**src/rtl/seg7_scan_decoder.sv**
```systemverilog
// rtl/seg7_scan_decoder.sv - receive-side decoder for a multiplexed 7-segment display bus
module seg7_scan_decoder #(
  parameter int NUM_DIGITS     = 4,
  parameter int STABLE_CYCLES  = 16,
  parameter int TIMEOUT_CYCLES = 4096,
  localparam int IDX_W = (NUM_DIGITS > 1) ? $clog2(NUM_DIGITS) : 1
) (
  input  logic                    i_clk,
  input  logic                    i_rst_n,
  input  logic [7:0]              i_seg,
  input  logic [NUM_DIGITS-1:0]   i_dig_en,
  output logic [4*NUM_DIGITS-1:0] o_hexa,
  output logic [NUM_DIGITS-1:0]   o_dp,
  output logic [NUM_DIGITS-1:0]   o_blank,
  output logic [NUM_DIGITS-1:0]   o_valid,
  output logic                    o_update,
  output logic [IDX_W-1:0]        o_update_idx,
  output logic                    o_err
);

  localparam int SW    = 8 + NUM_DIGITS;
  localparam int CNT_W = $clog2(STABLE_CYCLES + 1);
  localparam int WD_W  = $clog2(TIMEOUT_CYCLES + 1);

  localparam logic [CNT_W-1:0]      CNT_ONE  = CNT_W'(1);
  localparam logic [CNT_W-1:0]      CNT_DONE = CNT_W'(STABLE_CYCLES);
  localparam logic [WD_W-1:0]       WD_ONE   = WD_W'(1);
  localparam logic [WD_W-1:0]       WD_LIMIT = WD_W'(TIMEOUT_CYCLES);
  localparam logic [NUM_DIGITS-1:0] DIG_ONE  = NUM_DIGITS'(1);

  localparam logic [1:0] ST_IDLE  = 2'd0;
  localparam logic [1:0] ST_TRACK = 2'd1;
  localparam logic [1:0] ST_HELD  = 2'd2;

  // Segment pattern -> {legal, hex value}; lit segments are 0 on the bus.
  function automatic logic [4:0] seg_decode(input logic [6:0] seg);
    case (seg)
      7'h40:   return {1'b1, 4'h0};
      7'h79:   return {1'b1, 4'h1};
      7'h24:   return {1'b1, 4'h2};
      7'h30:   return {1'b1, 4'h3};
      7'h19:   return {1'b1, 4'h4};
      7'h12:   return {1'b1, 4'h5};
      7'h02:   return {1'b1, 4'h6};
      7'h78:   return {1'b1, 4'h7};
      7'h00:   return {1'b1, 4'h8};
      7'h18:   return {1'b1, 4'h9};
      7'h08:   return {1'b1, 4'hA};
      7'h03:   return {1'b1, 4'hB};
      7'h27:   return {1'b1, 4'hC};
      7'h21:   return {1'b1, 4'hD};
      7'h06:   return {1'b1, 4'hE};
      7'h0E:   return {1'b1, 4'hF};
      default: return 5'b0_0000;
    endcase
  endfunction

  logic [SW-1:0]           sync1_q, sync1_d, sync2_q, sync2_d, prev_q, prev_d;
  logic [1:0]              state_q, state_d;
  logic [CNT_W-1:0]        cnt_q, cnt_d;
  logic [WD_W-1:0]         wd_q [NUM_DIGITS];
  logic [WD_W-1:0]         wd_d [NUM_DIGITS];
  logic [4*NUM_DIGITS-1:0] hexa_q, hexa_d;
  logic [NUM_DIGITS-1:0]   dp_q, dp_d, blank_q, blank_d, valid_q, valid_d;
  logic                    update_q, update_d, err_q, err_d;
  logic [IDX_W-1:0]        idx_q, idx_d;

  logic [7:0]              s_seg;
  logic [NUM_DIGITS-1:0]   s_dig;
  logic                    commit;
  logic                    one_hot;
  logic [IDX_W-1:0]        c_idx;
  logic [4:0]              dec;

  assign s_seg = sync2_q[SW-1:NUM_DIGITS];
  assign s_dig = sync2_q[NUM_DIGITS-1:0];

  // Two-stage synchronizer for the whole sampled bus (segments and strobes together)
  always_comb begin
    sync1_d = {i_seg, i_dig_en};
    sync2_d = sync1_q;
  end

  // Run-length tracker: a pattern must repeat STABLE_CYCLES samples before it commits once
  always_comb begin
    state_d = state_q;
    cnt_d   = cnt_q;
    prev_d  = prev_q;
    commit  = 1'b0;
    if (s_dig == '0) begin
      state_d = ST_IDLE;
      cnt_d   = '0;
    end else if (!(state_q inside {ST_TRACK, ST_HELD}) || (sync2_q != prev_q)) begin
      state_d = ST_TRACK;
      prev_d  = sync2_q;
      cnt_d   = CNT_ONE;
    end else if (state_q == ST_TRACK) begin
      cnt_d = cnt_q + CNT_ONE;
      if (cnt_d == CNT_DONE) begin
        commit  = 1'b1;
        state_d = ST_HELD;
      end
    end
  end

  // Strobe classification and pattern decode of the committing sample
  always_comb begin
    one_hot = (s_dig != '0) && ((s_dig & (s_dig - DIG_ONE)) == '0);
    c_idx   = '0;
    for (int d = 0; d < NUM_DIGITS; d++) begin
      if (s_dig[d]) c_idx = IDX_W'(d);
    end
    dec = seg_decode(s_seg[6:0]);
  end

  // Per-digit state update: watchdog expiry first, so a same-cycle commit overrides it
  always_comb begin
    hexa_d   = hexa_q;
    dp_d     = dp_q;
    blank_d  = blank_q;
    valid_d  = valid_q;
    idx_d    = idx_q;
    update_d = 1'b0;
    err_d    = 1'b0;
    for (int d = 0; d < NUM_DIGITS; d++) begin
      wd_d[d] = (wd_q[d] == WD_LIMIT) ? wd_q[d] : wd_q[d] + WD_ONE;
      if (wd_d[d] == WD_LIMIT) valid_d[d] = 1'b0;
    end
    if (commit) begin
      if (!one_hot) begin
        err_d = 1'b1;
      end else begin
        wd_d[c_idx] = '0;
        if (s_seg[6:0] == 7'h7F) begin
          blank_d[c_idx]        = 1'b1;
          hexa_d[c_idx*4 +: 4]  = 4'h0;
          dp_d[c_idx]           = s_seg[7];
          valid_d[c_idx]        = 1'b1;
          update_d              = 1'b1;
          idx_d                 = c_idx;
        end else if (dec[4]) begin
          blank_d[c_idx]        = 1'b0;
          hexa_d[c_idx*4 +: 4]  = dec[3:0];
          dp_d[c_idx]           = s_seg[7];
          valid_d[c_idx]        = 1'b1;
          update_d              = 1'b1;
          idx_d                 = c_idx;
        end else begin
          err_d          = 1'b1;
          valid_d[c_idx] = 1'b0;
        end
      end
    end
  end

  // State registers, all cleared by the asynchronous reset
  always_ff @(posedge i_clk or negedge i_rst_n) begin
    if (!i_rst_n) begin
      sync1_q  <= '0;
      sync2_q  <= '0;
      prev_q   <= '0;
      state_q  <= ST_IDLE;
      cnt_q    <= '0;
      hexa_q   <= '0;
      dp_q     <= '0;
      blank_q  <= '0;
      valid_q  <= '0;
      update_q <= 1'b0;
      err_q    <= 1'b0;
      idx_q    <= '0;
      for (int d = 0; d < NUM_DIGITS; d++) wd_q[d] <= '0;
    end else begin
      sync1_q  <= sync1_d;
      sync2_q  <= sync2_d;
      prev_q   <= prev_d;
      state_q  <= state_d;
      cnt_q    <= cnt_d;
      hexa_q   <= hexa_d;
      dp_q     <= dp_d;
      blank_q  <= blank_d;
      valid_q  <= valid_d;
      update_q <= update_d;
      err_q    <= err_d;
      idx_q    <= idx_d;
      for (int d = 0; d < NUM_DIGITS; d++) wd_q[d] <= wd_d[d];
    end
  end

  assign o_hexa       = hexa_q;
  assign o_dp         = dp_q;
  assign o_blank      = blank_q;
  assign o_valid      = valid_q;
  assign o_update     = update_q;
  assign o_update_idx = idx_q;
  assign o_err        = err_q;

endmodule

```
**config.mk**
```make
export PLATFORM = sky130hd
export DESIGN_NAME = seg7_scan_decoder
export DESIGN_NICKNAME = d
export VERILOG_FILES = /design/src/rtl/seg7_scan_decoder.sv
export SDC_FILE = /design/constraint.sdc
export NUM_CORES = 1
export LEC_CHECK = 0
export ABC_AREA = 1
export CAP_MARGIN = 40
export CORE_UTILIZATION = 54
export CTS_BUF_LIST = sky130_fd_sc_hd__clkbuf_16
export CTS_CLUSTER_SIZE = 8
export DETAILED_ROUTE_END_ITERATION = 10
export PLACE_DENSITY = 0.82
export SLEW_MARGIN = 20
export SYNTH_ARGS = -nofsm -noshare
export SYNTH_HDL_FRONTEND = slang
export SYNTH_SLANG_ARGS = --single-unit
```
**constraint.sdc**
```tcl
create_clock -name i_clk -period 2 [get_ports i_clk]
set_clock_uncertainty 0.2 [all_clocks]
set_input_delay 0.3 -clock i_clk [delete_from_list [all_inputs] [get_ports i_clk]]
set_output_delay 0.3 -clock i_clk [all_outputs]
set_load 0.005 [all_outputs]
```
==> results.ini, run 1 <==
[global_routing]
overflow = 0
grt_pass1_wl_um = 26500
grt_max_degree = 80
antenna_found_initial = 0
grt_pass1_vias = 5955
grtUsageTotal_pct = 26.3

[timing]
tightest_slew_ns = 0.574
period_share_pct = 108
rsz0062_at_grt = yes
hold_viol = 0
setup_ws_ns = -0.168
setup_viol = 96
whs_ns = 0.115
fin_crit_ns = 2.17
fmax_mhz = 461
final_max_slew_viol_count = 0
timing.slew.headroom_pct = 61.7

[placed_design]
port_buffers = 45
place_area_um2 = 7900
place_hpwl_um = 10700
gp_congestion = 0.883

[drt]
drt_wl_total_um = 16500
vias = 6285
drt_iter0_drc = 337
wl_per_cell_um = 13.4
ant_nets = 0
drc = 0
drtPass1Iterations = 5
vias_per_cell = 5.11

[die]
core_area_um2 = 12100
die-area_um2 = 13000
initial_core_util_pct = 56.0
pin_count = 46
die_height_um = 114
num_rows = 40
die_x_um = 114

[min_path]
hp-start = i_seg[5]
hold_path.class = input pin to register

[power_and_ir_drop]
seq_power_share_pct = 44.1
swShare_pct = 22.4
p_switching_w = 0.00135
pwr-share-clk_pct = 50.5
powerDensity_nw_per_um2 = 672
max-vdd-ir-drop_v = 0.000553
power_leakage_nw = 4.55
p_comb_share_pct = 5.4
p_int_w = 0.00466

[critical_path]
cp-end-kind = register
worst_path_max_delay_cell = dfrtp_1
crit_buf_inv = 3
crit_arrival_ns = 2.26
cp_cell_sequence = ha_1 > inv_1 > nand2_1 > nor2_1 > nand2_1 > nor2_4 > nand3_4 > nor2_4 > nand2_4 > inv_8 > buf_12 > a21oi_2
startpoint_type = register
r2r_start = state_q[0]$_DFFE_PN0P_
crit_fanout = 7
startpoint = state_q[0]$_DFFE_PN0P_
path_class = register to register
slowest_delay_ns = 0.39
required_ns = 2.09
crit_family = simple AND/OR/NAND/NOR gates

[logic_synthesis]
synth_top_area_share_pct = 46.9
syn_area_per_cell_um2 = 7.36
yosys.area.top_type = dfrtp_1
yosysMostFrequentCell = nand2_1
dominantRegCellSynth = dfrtp_1
synth_edf_count = 0
synth_nets = 951
postSynthCellCount = 922
synth-seq-area-share_pct = 46.9
ys_types = 30
synthArstFlopShare_pct = 100
syn-cell-area_um2 = 6780
yosys-top-cells-area = dfrtp_1, nand2_1, nor2_1
synth_seq_cells = 127
yosysWarningCount = 0
yosys-top-cells-count = nand2_1, nor2_1, dfrtp_1

[cts]
cts.clk_slew.worst_paths_ns = 0.06
insertion_delay_ns = 0.42
tritoncts = built
cts_buffers = 17
cts_buffer_depth = 2
cts_max_level = 4
clock-sinks = 127
root_buffer = clkbuf_16

[final_layout]
fill_cells = 876
fin_area_um2 = 8940
multi_input_area_um2 = 3370
seq_area_um2 = 3180
synthToLayoutAreaGrowth_pct = 31.8
drive_above_1_share_pct = 18.1
n_antenna_cell = 0
utilization_pct = 73.8
nets = 1079

[run_status]
status = finished with violations
violations = setup timing

[flow_run]
drv_cap = 0

==> what timing repair did <==
item	4_1_cts	5_1_grt
pin swaps	8	13
cloned	2	2
buffers inserted	9	5
setup endpoints to repair	83	102
hold buffers	2	0
gates resized for setup	22	73
hold endpoints to repair	127	0
==> power by group through the flow <==
stage | logic, W | registers (W) | clock network [W]
4_1_cts | 0.000308 | 0.00264 | 0.00307
6_report | 0.000324 | 0.00265 | 0.00303
2_1_floorplan | 0.000133 | 0.00268 | 0
5_1_grt | 0.000365 | 0.00265 | 0.00319
3_5_place_dp | 0.000294 | 0.00269 | 0
3_3_place_gp | 0.000290 | 0.00269 | 0
==> cell families after synthesis <==
logic type,share of synthesized area [%]
xor+xnor,2.82
compound gates,4.65
fa+ha+maj,2.77
simple gates,35.2
buf+inv,7.69
flops,46.9
==> flip-flops by register name, indices dropped and copies added, names as in the netlist, named ones only <==
name and cells:
sync1_q 12, o_update 1, state_q 2, o_update_idx 2, o_valid 4, wd_q 52, o_err 1, prev_q 12
o_dp 4, sync2_q 12, cnt_q 5, o_hexa 16
==> metal layers <==
| layer | vias up | global-route usage (%) | routed length, µm |
|---|---|---|---|
| met3 | 38 | 6.56 | 767 |
| met4 | 0 | 12.0 | 406 |
| li1 | 3140 | - | - |
| met1 | 2933 | 32.7 | 7200 |
| met5 | - | 0 | 0 |
| met2 | 174 | 43.5 | 8100 |
==> layout make-up <==
| cell class | instances | share of cell area (%) |
|---|---|---|
| Clock buffer | 17 | 4.76 |
| Clock inverter | 14 | 1.69 |
| Inverter | 120 | 5.15 |
| Multi-Input combinational cell | 665 | 37.7 |
| Sequential cell | 127 | 35.6 |
| Tap cell | 168 | 2.35 |
| Timing Repair Buffer | 119 | 12.8 |
==> final timing paths <==
| check | to | slack [ns] | cells past startpoint |
|---|---|---|---|
| max in group asynchronous | sync2_q[9]$_DFF_PN0_ | 0.85 | 3 |
| worst max register to register | wd_q[44]$_DFF_PN0_ | -0.17 | 12 |
| worst min register to register | sync2_q[1]$_DFF_PN0_ | 0.14 | 0 |
| worst max-delay path | wd_q[44]$_DFF_PN0_ | -0.17 | 12 |
| min in group asynchronous | sync2_q[4]$_DFF_PN0_ | 0.24 | 3 |
| worst min-delay path | sync1_q[9]$_DFF_PN0_ | 0.11 | 1 |
==> cell usage in the layout (no fill, tap or decap), types with 5 or more instances in the layout <==
cell type	synthesis	routed
nand2_1	304	294
dfrtp_1	127	124
nor2_1	147	118
inv_1	114	113
nand3_1	61	57
buf_4	4	57
clkdlybuf4s50_1	0	44
nor2_2	3	26
nand4_1	23	23
o21ai_0	27	23
a21oi_1	32	18
clkbuf_16	0	18
xor2_1	16	16
ha_1	15	14
a21oi_2	0	13
nand2_2	4	10
nor3_1	11	9
nor2_4	1	7
inv_2	6	6
buf_12	0	6
nor3_2	5	5
buf_6	2	5
==> metrics by stage <==
stage	setup WS, ns	cells	setup TNS, ns	total power (W)
detailed placement	-0.134	1179	-7.28	0.00298
finish	-0.168	1230	-8.91	0.00600
global placement	-0.0921	1179	-3.52	0.00298
CTS	-0.125	1223	-5.61	0.00602
floorplan	-0.0530	922	-1.34	0.00282
global route	-0.277	1230	-19.91	0.00620
==> worst reg2reg max path, stage by stage (launching register included) <==
cell     delay [ns]
dfrtp_1        0.39
ha_1           0.27
inv_1          0.05
nand2_1        0.04
nor2_1         0.08
nand2_1        0.09
nor2_4         0.15
nand3_4        0.15
nor2_4         0.22
nand2_4        0.10
inv_8          0.10
buf_12         0.14
a21oi_2        0.04
Power figures use the tool's default switching activity.
==> run 2: changes to the inputs <==
Clock period 2 ns to 1.9 ns, I/O delays scaled along.
==> results.ini, run 2 (synthesis gave the netlist of run 1 again) <==
[run_status]
status = finished with violations
violations = setup timing

[cts]
tritoncts = built
cts_buffer_depth = 2
cts_buffers = 17
cts_max_level = 4
clock-sinks = 127
insertion_delay_ns = 0.42
root_buffer = clkbuf_16
cts.clk_slew.worst_paths_ns = 0.06

[final_layout]
nets = 1102
final_cell_mix = nand2_1, dfrtp_1, inv_1
n_antenna_cell = 0
synthToLayoutAreaGrowth_pct = 42.6
final_common_cell = nand2_1
final_cells = 1254
drive_above_1_share_pct = 28.1
largest_register = wd_q
fill_cells = 723
largest_reg_flops = 52

[critical_path]
startpoint = sync2_q[3]$_DFF_PN0_
path_class = register to register
slowest_delay_ns = 0.37
startpoint_type = register
r2r_start = sync2_q[3]$_DFF_PN0_
crit_top_cell = nand2_1
cp_cell_sequence = inv_2 > buf_4 > nand2_1 > o21ai_1 > inv_1 > nand2_1 > nor2_4 > nand3_4 > nor3_4 > buf_6 > nand2_8 > nand2_1 > nand2_1
cp-end-kind = register
worst_path_max_delay_cell = dfrtp_1
crit_fanout = 7
required_ns = 2.00
crit_arrival_ns = 2.38

[placed_design]
port_buffers = 45
gp_congestion = 0.886
preCtsSetupSlack_ns = -0.246
place_inst = 1206
place_hpwl_um = 11400

[global_routing]
grtUsageTotal_pct = 28.1
grt_pass1_wl_um = 28500
antenna_found_initial = 0
overflow = 0
grt_pass1_vias = 6354
grt_max_degree = 35

[timing]
final_max_slew_viol_count = 0
setup_ws_ns = -0.383
whs_ns = 0.102
fin_crit_ns = 2.28
fmax_mhz = 438
setup_viol = 103
rsz0062_at_grt = yes
hold_viol = 0
period_share_pct = 120
tightest_slew_ns = 0.515
timing.slew.headroom_pct = 65.7

[drt]
ant_nets = 0
drc = 0
drt_iter0_drc = 532
drtPass1Iterations = 7
vias = 6947
vias_per_cell = 5.54
drt_wl_total_um = 20900
wl_per_cell_um = 16.7

[die]
die_height_um = 114
initial_core_util_pct = 56.0
num_rows = 40
core_area_um2 = 12100
die-area_um2 = 13000
pin_count = 46
die_x_um = 114

[power_and_ir_drop]
seq_power_share_pct = 43.3
swShare_pct = 22.9
p_comb_share_pct = 7.0
max-vdd-ir-drop_v = 0.000875
p_switching_w = 0.00148
p_int_w = 0.00497
pwr-share-clk_pct = 49.7
powerDensity_nw_per_um2 = 667
power_leakage_nw = 4.74

[flow_run]
drv_cap = 0

[min_path]
hp-start = i_seg[7]
hold_path.class = input pin to register

run 2: per-stage QoR:
step / util [%] / power [W] / setup TNS, ns / area [µm²]
finish: 79.9 / 0.00645 / -22.83 / 9670
global placement: 67.1 / 0.00316 / -11.84 / 8130
floorplan: - / 0.00297 / -7.67 / 6860
detailed placement: 67.1 / 0.00317 / -16.03 / 8130
CTS: 74.2 / 0.00635 / -14.51 / 8990
global route: 79.9 / 0.00663 / -32.16 / 9670
run 2: layout make-up:
cell class	count	area (µm²)	share of cell area, %
well taps	168	210	2.17
multi-input cells	665	3790	39.1
clock buffers	17	425	4.40
clock inverters	15	153	1.58
repair buffers	142	1440	14.9
flip-flops and latches	127	3190	33.0
inverters	120	468	4.84
run 2: routing by layer:
layer,vias to the layer above,wire length [µm],GRT usage [%]
li1,3179,-,-
met1,3300,7810,32.9
met2,356,10700,49.5
met3,112,1310,7.36
met4,0,1070,10.6
met5,-,0,0
run 2: worst max-delay path: cells and delay by family, from the launching register on:
family / cells / cell delay [ns]
AO/OA/AOI/OAI: 1 / 0.13
AND/OR/NAND/NOR: 8 / 0.99
flip-flops: 1 / 0.37
buffers and inverters: 4 / 0.46
run 2: timing repair:
item | 4_1_cts | 5_1_grt
setup endpoints to repair | 92 | 103
hold endpoints to repair | 30 | 0
cloned | 3 | 3
pin swaps | 24 | 37
buffers inserted | 6 | 5
resized for setup | 62 | 172
hold buffers | 1 | 0
run 2: final timing paths:
kind	to	slack [ns]	cells past startpoint
max reg2reg	register	-0.38	13
min reg2reg	sync2_q[3]$_DFF_PN0_	0.13	0
min in group asynchronous	o_hexa[10]$_DFFE_PN0P_	0.20	2
min	sync1_q[11]$_DFF_PN0_	0.10	1
max	register	-0.38	13
max in group asynchronous	sync1_q[3]$_DFF_PN0_	0.77	3
run 2: power groups by stage:
stage	clock network, W	logic [W]	registers [W]
3_5_place_dp	0	0.000343	0.00283
6_report	0.00320	0.000450	0.00279
3_3_place_gp	0	0.000334	0.00283
5_1_grt	0.00335	0.000488	0.00280
2_1_floorplan	0	0.000141	0.00283
4_1_cts	0.00319	0.000368	0.00279
==> run 3: changes to the inputs <==
Settings changed: SETUP_SLACK_MARGIN set to 0.1.
==> results.ini, run 3 (synthesis gave the netlist of run 1 again) <==
[run_status]
status = finished with violations
violations = setup timing

[critical_path]
cp-end-kind = register
rrSetupSlack_ns = -0.43
path_class = register to register
r2r-end = o_hexa[9]$_DFFE_PN0P_
worst_path_max_delay_cell = dfrtp_2
ff2ff_path_depth = 12
startpoint_type = register
crit_arrival_ns = 2.44
required_ns = 2.02
crit_top_cell = nand2_1
crit_family = simple AND/OR/NAND/NOR gates
crit_cells = 12
slowest_delay_ns = 0.43
crit_buf_inv = 2
cp_cell_sequence = inv_2 > nand2_1 > nand2_1 > nor2_1 > nand2_2 > nor2_4 > nand3_4 > nor3_4 > buf_6 > nand2_8 > nand2_2 > nand2_1
r2r_start = sync2_q[6]$_DFF_PN0_
crit_fanout = 7

[drt]
drt_wl_total_um = 21400
ant_nets = 0
wl_per_cell_um = 16.7
vias = 7154
drtPass1Iterations = 6
drt_iter0_drc = 751
vias_per_cell = 5.58
drc = 0

[final_layout]
nets = 1130
largest_reg_flops = 52
largest_register = wd_q
final_cells = 1282
final_common_cell = nand2_1
fill_cells = 662
drive_above_1_share_pct = 27.8
final_cell_mix = nand2_1, dfrtp_1, nor2_1
synthToLayoutAreaGrowth_pct = 46.9
n_antenna_cell = 0

[placed_design]
place_hpwl_um = 10900
gp_congestion = 0.869
place_inst = 1204
port_buffers = 45

[die]
initial_core_util_pct = 56.0
pin_count = 46
core_area_um2 = 12100
die_height_um = 114
die_x_um = 114
die-area_um2 = 13000
num_rows = 40

[cts]
root_buffer = clkbuf_16
cts.clk_slew.worst_paths_ns = 0.05
cts_buffers = 17
clock-sinks = 127
tritoncts = built
cts_max_level = 4
cts_buffer_depth = 2
insertion_delay_ns = 0.44

[timing]
tightest_slew_ns = 0.474
final_max_slew_viol_count = 0
hold_viol = 0
fmax_mhz = 429
rsz0062_at_grt = yes
period_share_pct = 123
setup_viol = 103
fin_crit_ns = 2.33
timing.slew.headroom_pct = 68.1
setup_tns_ns = -29.35
setup_ws_ns = -0.429

[min_path]
min_to = sync1_q[2]$_DFF_PN0_
hold_path.class = input pin to register
hp-start = i_dig_en[2]
hold_depth = 1

[power_and_ir_drop]
powerDensity_nw_per_um2 = 690
power_w = 0.00687
pwr-share-clk_pct = 52.9
power_leakage_nw = 5.29
seq_power_share_pct = 40.7
max-vdd-ir-drop_v = 0.000734
p_switching_w = 0.00152
p_int_w = 0.00535
p_comb_share_pct = 6.4
swShare_pct = 22.1

[global_routing]
top_usage_layer = met2
met1_usage_pct = 33.6
antenna_found_initial = 0
overflow = 0
grt_use_met2_pct = 47.8
grt_pass1_vias = 6276
grt_pass1_wl_um = 28300
grt_max_degree = 68
grtUsageTotal_pct = 28.2
use_met3_pct = 7.04

[flow_run]
drv_cap = 0

[run 3: timing repair]
item,4_1_cts,5_1_grt
gates resized for setup,66,167
buffers inserted,15,21
setup endpoints to repair,121,118
hold endpoints to repair,127,0
cloned,3,6
pin swaps,10,30
hold buffers,1,0
[run 3: layer usage]
layer | routed length, µm | share of wire (%) | vias up
met1 | 8080 | 38 | 3384
met4 | 1130 | 5.3 | 0
li1 | - | - | 3245
met5 | 0 | 0 | -
met3 | 1490 | 7.0 | 119
met2 | 10700 | 50 | 406
[run 3: final cells by class]
| type | instances | area, µm² | area share, % |
|---|---|---|---|
| clock buffers | 17 | 425 | 4.27 |
| clock inverters | 15 | 224 | 2.25 |
| inverters | 120 | 458 | 4.60 |
| multi-input cells | 665 | 3740 | 37.5 |
| flip-flops and latches | 127 | 3180 | 32.0 |
| well taps | 168 | 210 | 2.11 |
| repair buffers | 170 | 1720 | 17.3 |
[run 3: worst reg2reg max path, stage by stage, from the launching register on]
cell,delay (ns)
dfrtp_2,0.43
inv_2,0.10
nand2_1,0.09
nand2_1,0.08
nor2_1,0.18
nand2_2,0.09
nor2_4,0.15
nand3_4,0.18
nor3_4,0.33
buf_6,0.17
nand2_8,0.08
nand2_2,0.09
nand2_1,0.06
[run 3: metrics by stage]
stage / cell area (µm²) / setup WS (ns) / util, % / hold WS (ns)
6_report: 9960 / -0.429 / 82.3 / 0.0901
5_1_grt: 9960 / -0.499 / 82.3 / 0.0863
4_1_cts: 9130 / -0.260 / 75.3 / 0.0818
3_5_place_dp: 8140 / -0.280 / 67.2 / 0.122
3_3_place_gp: 8140 / -0.198 / 67.2 / 0.120
2_1_floorplan: 6890 / -0.153 / - / -0.211
[run 3: power by group through the flow]
| stage | Clock [W] | Sequential (W) | Combinational [W] |
|---|---|---|---|
| after floorplan | 0 | 0.00283 | 0.000143 |
| after global placement | 0 | 0.00283 | 0.000321 |
| after detailed placement | 0 | 0.00283 | 0.000329 |
| after CTS | 0.00365 | 0.00278 | 0.000368 |
| after global routing | 0.00376 | 0.00280 | 0.000476 |
| final | 0.00364 | 0.00280 | 0.000441 |
[run 3: worst max-delay path by stage]
stage,to,from
floorplan,wd_q[17]$_DFF_PN0_,cnt_q[0]$_DFFE_PN0P_
global placement,o_hexa[3]$_DFFE_PN0P_,state_q[0]$_DFFE_PN0P_
detailed placement,o_hexa[2]$_DFFE_PN0P_,state_q[0]$_DFFE_PN0P_
CTS,o_dp[3]$_DFFE_PN0P_,state_q[0]$_DFFE_PN0P_
global route,o_dp[2]$_DFFE_PN0P_,sync2_q[6]$_DFF_PN0_
finish,o_hexa[9]$_DFFE_PN0P_,sync2_q[6]$_DFF_PN0_
